File: src/rtl/ws2811_frame_sequencer.sv
// Frame sequencer for a WS2811 transmitter: walks a pixel buffer, scales each word
// by a latched brightness, hands it over via start/busy, then holds the latch gap.
module ws2811_frame_sequencer #(
    parameter int CLOCK_SPEED = 50_000_000,
    parameter int PIXEL_COUNT = 50,
    parameter int ADDR_WIDTH  = 6,
    parameter int RESET_US    = 60
) (
    input  logic                  clkIN,
    input  logic                  resetIN,
    input  logic                  frameStartIN,
    input  logic [7:0]            brightnessIN,
    output logic                  frameBusyOUT,
    output logic                  frameDoneOUT,
    output logic [ADDR_WIDTH-1:0] pixelAddrOUT,
    input  logic [23:0]           pixelDataIN,
    output logic                  txStartOUT,
    output logic [23:0]           txDataOUT,
    input  logic                  txBusyIN
);

    localparam int GAP_CYCLES = (CLOCK_SPEED / 1_000_000) * RESET_US;
    localparam int GAP_W      = (GAP_CYCLES > 1) ? $clog2(GAP_CYCLES) : 1;
    localparam logic [GAP_W-1:0]      GAP_LAST = GAP_W'(GAP_CYCLES - 1);
    localparam logic [ADDR_WIDTH-1:0] LAST_IDX = ADDR_WIDTH'(PIXEL_COUNT - 1);

    typedef enum logic [2:0] {
        S_IDLE  = 3'd0,
        S_FETCH = 3'd1,
        S_LOAD  = 3'd2,
        S_SEND  = 3'd3,
        S_WAIT  = 3'd4,
        S_RGAP  = 3'd5,
        S_DONE  = 3'd6
    } state_t;

    state_t                r_state;
    logic [7:0]            r_bright;
    logic [ADDR_WIDTH-1:0] r_index;
    logic [GAP_W-1:0]      r_gap_cnt;
    logic                  r_frame_busy;
    logic                  r_frame_done;
    logic                  r_tx_start;
    logic [23:0]           r_tx_data;

    // (c * (b + 1)) >> 8 on a 16-bit product; b = 255 passes c through unchanged.
    function automatic logic [7:0] scale_byte(input logic [7:0] c, input logic [7:0] b);
        return 8'(({8'd0, c} * ({8'd0, b} + 16'd1)) >> 8);
    endfunction

    function automatic logic [23:0] scale_word(input logic [23:0] w, input logic [7:0] b);
        return {scale_byte(w[23:16], b), scale_byte(w[15:8], b), scale_byte(w[7:0], b)};
    endfunction

    // Frame sequencing FSM with registered outputs.
    always_ff @(posedge clkIN) begin
        if (resetIN) begin
            r_state      <= S_IDLE;
            r_bright     <= 8'd0;
            r_index      <= '0;
            r_gap_cnt    <= '0;
            r_frame_busy <= 1'b0;
            r_frame_done <= 1'b0;
            r_tx_start   <= 1'b0;
            r_tx_data    <= 24'd0;
        end else begin
            r_frame_done <= 1'b0;
            case (r_state)
                S_IDLE: begin
                    if (frameStartIN) begin
                        r_bright     <= brightnessIN;
                        r_index      <= '0;
                        r_frame_busy <= 1'b1;
                        r_state      <= S_FETCH;
                    end
                end
                // The address is already on the RAM port; this cycle covers its read latency.
                S_FETCH: begin
                    r_state <= S_LOAD;
                end
                S_LOAD: begin
                    r_tx_data  <= scale_word(pixelDataIN, r_bright);
                    r_tx_start <= 1'b1;
                    r_state    <= S_SEND;
                end
                S_SEND: begin
                    if (txBusyIN) begin
                        r_tx_start <= 1'b0;
                        r_state    <= S_WAIT;
                    end
                end
                S_WAIT: begin
                    if (!txBusyIN) begin
                        if (r_index == LAST_IDX) begin
                            r_gap_cnt <= '0;
                            r_state   <= S_RGAP;
                        end else begin
                            r_index <= r_index + ADDR_WIDTH'(1);
                            r_state <= S_FETCH;
                        end
                    end
                end
                S_RGAP: begin
                    if (r_gap_cnt == GAP_LAST) begin
                        r_frame_done <= 1'b1;
                        r_frame_busy <= 1'b0;
                        r_state      <= S_DONE;
                    end else begin
                        r_gap_cnt <= r_gap_cnt + GAP_W'(1);
                    end
                end
                S_DONE: begin
                    r_state <= S_IDLE;
                end
                default: begin
                    r_state      <= S_IDLE;
                    r_bright     <= 8'd0;
                    r_index      <= '0;
                    r_gap_cnt    <= '0;
                    r_frame_busy <= 1'b0;
                    r_frame_done <= 1'b0;
                    r_tx_start   <= 1'b0;
                    r_tx_data    <= 24'd0;
                end
            endcase
        end
    end

    assign frameBusyOUT = r_frame_busy;
    assign frameDoneOUT = r_frame_done;
    assign pixelAddrOUT = r_index;
    // Start is gated by reset so a mid-frame reset withdraws the request in the same cycle.
    assign txStartOUT   = r_tx_start & ~resetIN;
    assign txDataOUT    = r_tx_data;

endmodule

File: config.mk
export PLATFORM = sky130hd
export DESIGN_NAME = ws2811_frame_sequencer
export DESIGN_NICKNAME = d
export VERILOG_FILES = /design/src/rtl/ws2811_frame_sequencer.sv
export SDC_FILE = /design/constraint.sdc
export NUM_CORES = 1
export LEC_CHECK = 0
export ABC_AREA = 1
export BUFFER_PORTS_ARGS = -buffer_cell sky130_fd_sc_hd__buf_4
export CORE_ASPECT_RATIO = 1.5
export CORE_MARGIN = 4
export CORE_UTILIZATION = 65
export CTS_CLUSTER_DIAMETER = 200
export DETAILED_ROUTE_END_ITERATION = 10
export PLACE_DENSITY = 0.84
export SETUP_SLACK_MARGIN = 0.4
export SLEW_MARGIN = 25
export SYNTH_ARGS = -nofsm -noshare
export SYNTH_HDL_FRONTEND = slang
export SYNTH_SLANG_ARGS = --single-unit
File: constraint.sdc
create_clock -name clkIN -period 12 [get_ports clkIN]
set_input_delay 2.4 -clock clkIN [delete_from_list [all_inputs] [get_ports clkIN]]
set_output_delay 2.4 -clock clkIN [all_outputs]
set_load 0.005 [all_outputs]
== Word level (Yosys, flattened, before mapping) ==
Index checks and enable logic that the tools add are counted.

* Add/subtract/negate cells: 3
* Multiply operators: 3
* Eq/ne operators: 15
* Multiplexer cells: 23
* Bitwise operators: 8
* Reductions and logical operators: 14

{| class="wikitable"
|+ Operator list
! kind !! number
|-
| $pmux W24 S2 || 1
|-
| $mux W12 || 3
|-
| $pmux W12 S3 || 1
|-
| $mul A8 B16 Y16 || 2
|-
| $reduce_or A5 Y1 || 4
|-
| $mux W6 || 3
|-
| $pmux W3 S6 || 1
|-
| $pmux W6 S3 || 1
|-
| $mul A8 B9 Y16 || 1
|-
| $pmux W8 S2 || 1
|-
| $mux W3 || 5
|-
| $ne A2 B2 Y1 const B || 7
|-
| $add A12 B1 Y12 const B || 1
|-
| $eq A12 B12 Y1 const B || 1
|-
| $reduce_and A4 Y1 || 3
|-
| $reduce_or A6 Y1 || 2
|-
| $add A8 B1 Y9 const B || 1
|-
| $eq A3 B3 Y1 const B || 3
|-
| $mux W8 || 1
|-
| $not A1 Y1 || 7
|-
| $add A6 B1 Y6 const B || 1
|-
| $eq A3 B2 Y1 const B || 2
|-
| $eq A6 B6 Y1 const B || 1
|-
| $pmux W1 S3 || 2
|-
| other kinds (7) || 11
|}

* Register bits: 56
* Input port bits: 36
* Output and inout bits: 33
* Logic and storage cells: 74

== Depth between registers and ports, before layout ==
Gate-level depths: netlist (run 1).

* Word-level depth: 4
* Mapped depth: 26
* Depth with buffers taken out: 26

== Worst setup path after synthesis (run 1) ==
No wires, ideal clock.

* Kind: input to register
* Start: in pixelDataIN[12]
* End: reg r_tx_data[15] (netlist: txDataOUT[15])
* Setup time: 0.070 ns
* Arrival: 5.791 ns
* Setup slack: 6.139 ns
* Cell stages on the path: 17
* Buffers on the path: 0
* Cell sequence: inv_1 > nor2_1 > fa_1 > fa_1 > fa_1 > inv_1 > fa_1 > inv_1 > ha_1 > a21o_1 > nand2_1 > nand2_1 > a21oi_1 > nand2_1 > nand2_1 > nand3_1 > a21oi_1

* Cells in the longest elaborated chain, start to end: 2

{| class="wikitable"
|+ Ends and longest elaborated chain
! element !! RTL line !! RTL
|-
| start: declaration || 16 || <nowiki>input logic [23:0] pixelDataIN,</nowiki>
|-
| $mul A8 B16 Y16 || 48 || <nowiki>return 8'(({8'd0, c} * ({8'd0, b} + 16'd1)) >> 8);</nowiki>
|-
| $pmux W24 S2 || 68 || <nowiki>case (r_state)</nowiki>
|-
| end signal: assignment || 82 || <nowiki>r_tx_data <= scale_word(pixelDataIN, r_bright);</nowiki>
|-
| end: declaration || 44 || <nowiki>logic [23:0] r_tx_data;</nowiki>
|}

Every way passes these cells.
A chain may end at the register's enable or synchronous reset.

== Worst setup path after layout (run 1) ==
* Start: reg r_bright[0]
* End: reg r_tx_data[6] (netlist: txDataOUT[6])

* Cells in the longest elaborated chain, start to end: 3

{| class="wikitable"
|+ Ends and longest elaborated chain
! element !! RTL line !! RTL
|-
| start: declaration || 38 || <nowiki>logic [7:0] r_bright;</nowiki>
|-
| start signal: assignment || 71 || <nowiki>r_bright <= brightnessIN;</nowiki>
|-
| $add A8 B1 Y9 || 48 ||
|-
| $mul A8 B9 Y16 || 48 ||
|-
| $pmux W24 S2 || 68 ||
|}

Every way passes these cells.

==> metrics, run 1 <==
die area 16500 um^2; wire per inst 14.3 um; fill count 1244; worst flop-to-flop path startpoint r_bright[0]$_SDFFE_PP0P_; chip height 155 um; Buffers on Ports 68; # setup viols final 0; CTS tree yes; R2R depth 23; CTS Root Cell clkbuf_16; Syn Inst Count 1352; reg2reg end txDataOUT[6]$_SDFFE_PP0N_; Slew Limit Fails 0; Netlist Area Pre-Place 9390 um^2; commonest non-fill, non-tap cell in the layout nand2_1; Routed Antenna Nets 0; critical path arrival between 6 and 7 ns; slew margin rel. a little over a third; RSZ-0062 raised after global routing no; worst min-delay path endpoint txDataOUT[17]$_SDFFE_PP0N_; register area share after synthesis a little under an eighth; initial core utilization 66.5%; crit end category flip-flop; most frequent cells in the layout nand2_1, inv_1, nor2_1; run status complete, no violations; Die Wd roughly 110 um; total wire length 22800 um; syn_nets 1608; required time of the worst setup path 12.23 ns; worst-path fanout max 19; CORE AREA about 14000 um^2; Site Rows 53; dominant cells by area after synthesis fa_1, ha_1, dfxtp_1, nand2_1, inv_1; largest net degree at the start of global routing 51; # diodes 0; P per Cell Area a little over 80 nW/um^2; maximum VDD drop 0.0983 mV; layout cells sized above 1 7.89%; YS warnings 0; cts repair resizes 0; Hold Buf Count CTS 0; critical path class flip-flop to flip-flop; Seq cells post-synth 56; final setup TNS 0 ns; initial antenna violation count 0; Tot Pwr 0.000826 W; Post-CTS Setup Bufs 0; vias per cell 5.45; area fraction of the dominant cell type after synthesis 25.6%; Avg Cell Area, Syn between 6 and 7 um^2; drt first-iter violations 519; Fin. Hold Viols 0; Residual DRC 0; GRT Util Overall slightly below 30%; fin nets 1662; worst slew pin tran approximately 0.95 ns; top achievable clock speed 0.160 GHz; via count 8713; IO Pins 69; Leak Pwr 5.71 nW; area delta synth->final 8.51%; clock transition at the registers of the reported paths 0.07 ns; Netlist cell types 42; first-pass GRT wire length 39200 um; clk_lat worst skew approximately 0.30 ns; Worst Hold Class flip-flop to flip-flop; DP Wirelength roughly 18000 um; Hold Path Stages 2; H-tree levels 2; FF-to-FF setup slack 5.75 ns; Sink Count 56; clk_skew approximately 0.0079 ns; crit share post-route approximately 52%; CTS max path bufs 2; crit start category flip-flop; min-delay src txDataOUT[17]$_SDFFE_PP0N_; GRT overflow 0; largest area contributor in the netlist fa_1; crit path time final 6.25 ns; max_cap viols 0; Num CTS Buffers 5; RePlAce Congestion 0.943; number of global-route vias before repair roughly 8.9k; Initial DRT Pass Iterations 5
## critical path: stages, from the launching register on
cell	delay [ns]
dfxtp_1	0.72
ha_1	0.29
nand2_1	0.10
nor2_4	0.17
inv_1	0.08
nand2_1	0.06
nand2_1	0.53
inv_1	0.58
nand2_1	0.14
fa_1	0.50
fa_1	0.49
inv_1	0.07
fa_1	0.54
inv_1	0.06
fa_1	0.54
inv_1	0.04
ha_1	0.32
a21oi_1	0.26
o21ai_0	0.17
a21oi_1	0.19
nand2_1	0.07
nand2_1	0.05
nand3_1	0.06
a21oi_1	0.14
## cell usage after synthesis (all sizes together)
cell type,instances
a311oi,1
o21bai,4
or2,1
buf,12
nand3,76
o21a,3
xor2,11
clkbuf,12
a31oi,2
nor2,214
nor3b,4
and2,1
nand4,8
nand2,300
clkinv,1
nor4,6
a21oi,86
inv,284
dfxtp,56
nor3,9
a21o,3
nand3b,4
fa,120
a211oi,1
xnor2,5
ha,100
o21ai,28
## report_power, final
group | total [W] | internal [W] | switching, W
logic | 0.000475 | 0.000171 | 0.000304
registers | 0.000203 | 0.000194 | 0.00000878
clock network | 0.000148 | 0.0000774 | 0.0000707
## per-stage QoR
stage | util, % | instance area (um^2) | cells | hold slack [ns] | worst slack, ns
after floorplan | - | 9390 | 1352 | 0.445 | 6.14
after global placement | 71.2 | 10100 | 1591 | 0.453 | 5.70
after detailed placement | 71.2 | 10100 | 1591 | 0.456 | 5.63
after CTS | 72.1 | 10200 | 1598 | 0.467 | 5.82
after global routing | 72.1 | 10200 | 1598 | 0.482 | 5.39
final | 72.1 | 10200 | 1598 | 0.469 | 5.75
## sequential cells by signal, indices dropped and copies added (netlist names)
| register | cells |
|---|---|
| r_state | 3 |
| r_gap_cnt | 12 |
| r_tx_start | 1 |
| txDataOUT | 24 |
| frameBusyOUT | 1 |
| pixelAddrOUT | 6 |
| r_bright | 8 |
| frameDoneOUT | 1 |
## logic make-up (layout without fill, tap and decap cells)
kind of cell,count (synthesis),count (layout),synth area share (%)
and+or+nand+nor,623,623,27.8
buffers and inverters,309,363,12.6
adders and majority gates,220,220,38.9
AOI/OAI and AO/OA,128,128,7.26
DFF,56,56,11.9
xor gates and xnor gates,16,16,1.49
## routing by layer
metal	GRT usage, %	wire length (um)	up-vias
li1	-	-	4236
met1	32.9	8340	4098
met2	52.4	11900	275
met3	3.32	1300	104
met4	16.2	1290	0
met5	0	0	-
## area by class of cell
cell class / count / area [um^2] / area share, %
inverter: 285 / 1070 / 10.5
multi-input combinational: 987 / 7090 / 69.6
timing repair buffer: 71 / 533 / 5.23
sequential: 56 / 1120 / 11.0
clock inverter: 1 / 8.76 / 0.0860
tap: 192 / 240 / 2.36
clock buffer: 6 / 129 / 1.26
## how the worst max path moves through the flow
stage | end | slack [ns] | startpoint | cells after the start
finish | txDataOUT[6]$_SDFFE_PP0N_ | 5.75 | r_bright[0]$_SDFFE_PP0P_ | 23
global route | txDataOUT[6]$_SDFFE_PP0N_ | 5.39 | r_bright[0]$_SDFFE_PP0P_ | 24
CTS | txDataOUT[14]$_SDFFE_PP0N_ | 5.82 | r_bright[0]$_SDFFE_PP0P_ | 23
detailed placement | txDataOUT[14]$_SDFFE_PP0N_ | 5.63 | pixelDataIN[10] | 17
global placement | txDataOUT[14]$_SDFFE_PP0N_ | 5.70 | pixelDataIN[10] | 16
floorplan | txDataOUT[15]$_SDFFE_PP0N_ | 6.14 | pixelDataIN[12] | 17
Power figures use the tool's default switching activity.
==> run 2, diff against run 1 <==
CORE_UTILIZATION = 57   (was 65)
PLACE_DENSITY = 0.78   (was 0.84)
clock period = 5.7 ns   (was 12 ns; I/O delays follow)
==> run 2 against run 1 <==
Clock skew fell by 0.0018 ns. First-iteration DRC count decreased by 5.2%. Global-route usage shrank 3.1 points. Clock power increased by 150%.
==> metrics, run 2 (same netlist as run 1, synthesis figures left out) <==
crit start category flip-flop (unchanged); via count 8686 (was 8713); run status complete, no violations (unchanged); top achievable clock speed 0.200 GHz (was 0.160 GHz); WP buf/inv 5 (unchanged); Hold WS 0.465 ns (was 0.469 ns); Residual DRC 0 (unchanged); largest net degree at the start of global routing 51 (unchanged); Fin. Hold Viols 0 (unchanged); max_cap viols 0 (unchanged); Critical Path Source r_bright[0]$_SDFFE_PP0P_ (unchanged); wire per inst 14.7 um (was 14.3 um); # setup viols final 0 (unchanged); FF-to-FF setup slack 0.71 ns (was 5.75 ns); Num CTS Buffers 5 (unchanged); GRT Util Overall 26.0% (was 29.0%); fill count 1497 (was 1244); CORE AREA 16200 um^2 (was 14100 um^2); # diodes 0 (unchanged); clk_skew 0.00617 ns (was 0.00792 ns); most frequent cells in the layout nand2_1, inv_1, nor2_1 (unchanged); max reg flops 24 (unchanged); drt first-iter violations 492 (was 519); CP top delay family adder cells (unchanged); Crit path largest cell delay 0.50 ns (was 0.72 ns); Layout Cells excl Fill 1630 (was 1598); DP Cell Count 1611 (was 1591); vias per cell 5.33 (was 5.45); Hold Path Stages 2 (unchanged); Slew Limit Fails 0 (unchanged); IO Pins 69 (unchanged); Die Wd 113 um (was 106 um); number of global-route vias before repair 8908 (was 8905); R2R depth 20 (was 23); worst min-delay path endpoint frameBusyOUT$_SDFFE_PP0P_ (was txDataOUT[17]$_SDFFE_PP0N_); layout cells sized above 1 10.4% (was 7.89%); dpl ws 0.576 ns (was 5.63 ns); Hold Buf Count CTS 0 (unchanged); initial antenna violation count 0 (unchanged); Worst Hold Class flip-flop to flip-flop (unchanged); commonest non-fill, non-tap cell in the layout nand2_1 (unchanged); final setup TNS 0 ns (unchanged); Leak Pwr 5.80 nW (was 5.71 nW); worst slew pin tran 0.679 ns (was 0.953 ns); chip height 165 um (was 155 um); Sink Count 56 (unchanged); slew margin rel. 54.6% (was 36.3%); required time of the worst setup path 5.87 ns (was 12.23 ns); critical path arrival 5.16 ns (was 6.48 ns); critical path cell sequence ha_1 > xor2_1 > buf_4 > clkinvlp_4 > buf_4 > nor2_1 > fa_1 > fa_1 > fa_1 > inv_1 > fa_1 > inv_1 > ha_1 > nand2_1 > nor4_1 > nand2_1 > nand2_1 > nand2_1 > nand3_1 > a21oi_1 (was ha_1 > nand2_1 > nor2_4 > inv_1 > nand2_1 > nand2_1 > inv_1 > nand2_1 > fa_1 > fa_1 > inv_1 > fa_1 > inv_1 > fa_1 > inv_1 > ha_1 > a21oi_1 > o21ai_0 > a21oi_1 > nand2_1 > nand2_1 > nand3_1 > a21oi_1); initial core utilization 58.0% (was 66.5%); P per Cell Area 176 nW/um^2 (was 81.1 nW/um^2); clk_lat worst skew 0.30 ns (about the same); RePlAce Congestion 0.914 (was 0.943); CTS Root Cell clkbuf_16 (unchanged); clock transition at the registers of the reported paths 0.08 ns (was 0.07 ns); crit end category flip-flop (unchanged); CTS tree yes (unchanged); maximum VDD drop 0.131 mV (was 0.0983 mV); Initial DRT Pass Iterations 5 (unchanged); crit share post-route 87.5% (was 52.1%); RSZ-0062 raised after global routing no (unchanged); fin worst setup slack 0.711 ns (was 5.75 ns); critical path class flip-flop to flip-flop (unchanged); slowest stage cell, crit path fa_1 (was dfxtp_1); first-pass GRT wire length 39800 um (was 39200 um); Buffers on Ports 68 (unchanged); worst flop-to-flop path startpoint r_bright[0]$_SDFFE_PP0P_ (unchanged); fin nets 1679 (was 1662); reg2reg end txDataOUT[23]$_SDFFE_PP0N_ (was txDataOUT[6]$_SDFFE_PP0N_); min-delay src frameBusyOUT$_SDFFE_PP0P_ (was txDataOUT[17]$_SDFFE_PP0N_); area delta synth->final 11.7% (was 8.51%); GRT overflow 0 (unchanged); Routed Antenna Nets 0 (unchanged); die area 18600 um^2 (was 16500 um^2); CTS max path bufs 2 (unchanged); total wire length 24000 um (was 22800 um); crit path time final 4.99 ns (was 6.25 ns); DP Wirelength 18800 um (was 18300 um); H-tree levels 2 (unchanged); worst-path fanout max 14 (was 19); Site Rows 57 (was 53)
-- run 2: timing repair --
action / 4_1_cts / 5_1_grt
endpoints found under the hold margin: 0 / 0
setup buffers: 0 / 9
setup endpoints to repair: 0 / 21
resized for setup: 0 / 29
-- run 2: where the power goes --
group,internal (W),total [W],switching (W)
registers,0.000409,0.000425,0.0000169
logic,0.000380,0.00105,0.000667
clock network,0.000210,0.000368,0.000157
total,0.000999,0.00184,0.000842
-- run 2: through the flow --
step,total power (W),instance area [um^2],util (%)
final,0.00184,10500,64.8
after global routing,0.00203,10500,64.8
after CTS,0.00182,10300,63.6
after detailed placement,0.00144,10100,62.5
after global placement,0.00141,10100,62.5
after floorplan,0.00116,9390,-
-- run 2: layout make-up --
class	instances	area [um^2]	area share [%]
inverters	285	1090	10.4
flip-flops and latches	56	1120	10.7
clock inverters	3	46.3	0.441
clock buffers	5	125	1.19
repair buffers	87	687	6.55
well taps	206	258	2.46
multi-input cells	988	7160	68.3
-- run 2: routing by layer --
layer / part of all wire (%) / wire, um / track usage [%] / vias to the layer above
met5: 0 / 0 / 0 / -
met4: 4.4 / 1060 / 12.9 / 0
met3: 4.8 / 1150 / 3.46 / 70
met2: 53 / 12700 / 47.9 / 223
met1: 38 / 9060 / 29.1 / 4129
li1: - / - / - / 4264
-- run 2: worst max path at each step --
stage	cells after the start	slack, ns	to
3_3_place_gp	22	0.61	txDataOUT[6]$_SDFFE_PP0N_
6_report	20	0.71	txDataOUT[23]$_SDFFE_PP0N_
4_1_cts	23	0.56	txDataOUT[6]$_SDFFE_PP0N_
5_1_grt	24	0.39	txDataOUT[7]$_SDFFE_PP0N_
2_1_floorplan	26	0.99	txDataOUT[15]$_SDFFE_PP0N_
3_5_place_dp	21	0.58	txDataOUT[6]$_SDFFE_PP0N_
-- run 2: worst reg2reg max path, delay by kind of cell (launching register included) --
kind                       cells  cell delay [ns]
AOI/OAI and AO/OA              1             0.06
DFF                            1             0.40
and+or+nand+nor                7             0.91
adders and majority gates      6             2.47
xor gates and xnor gates       1             0.16
buffers and inverters          5             0.87
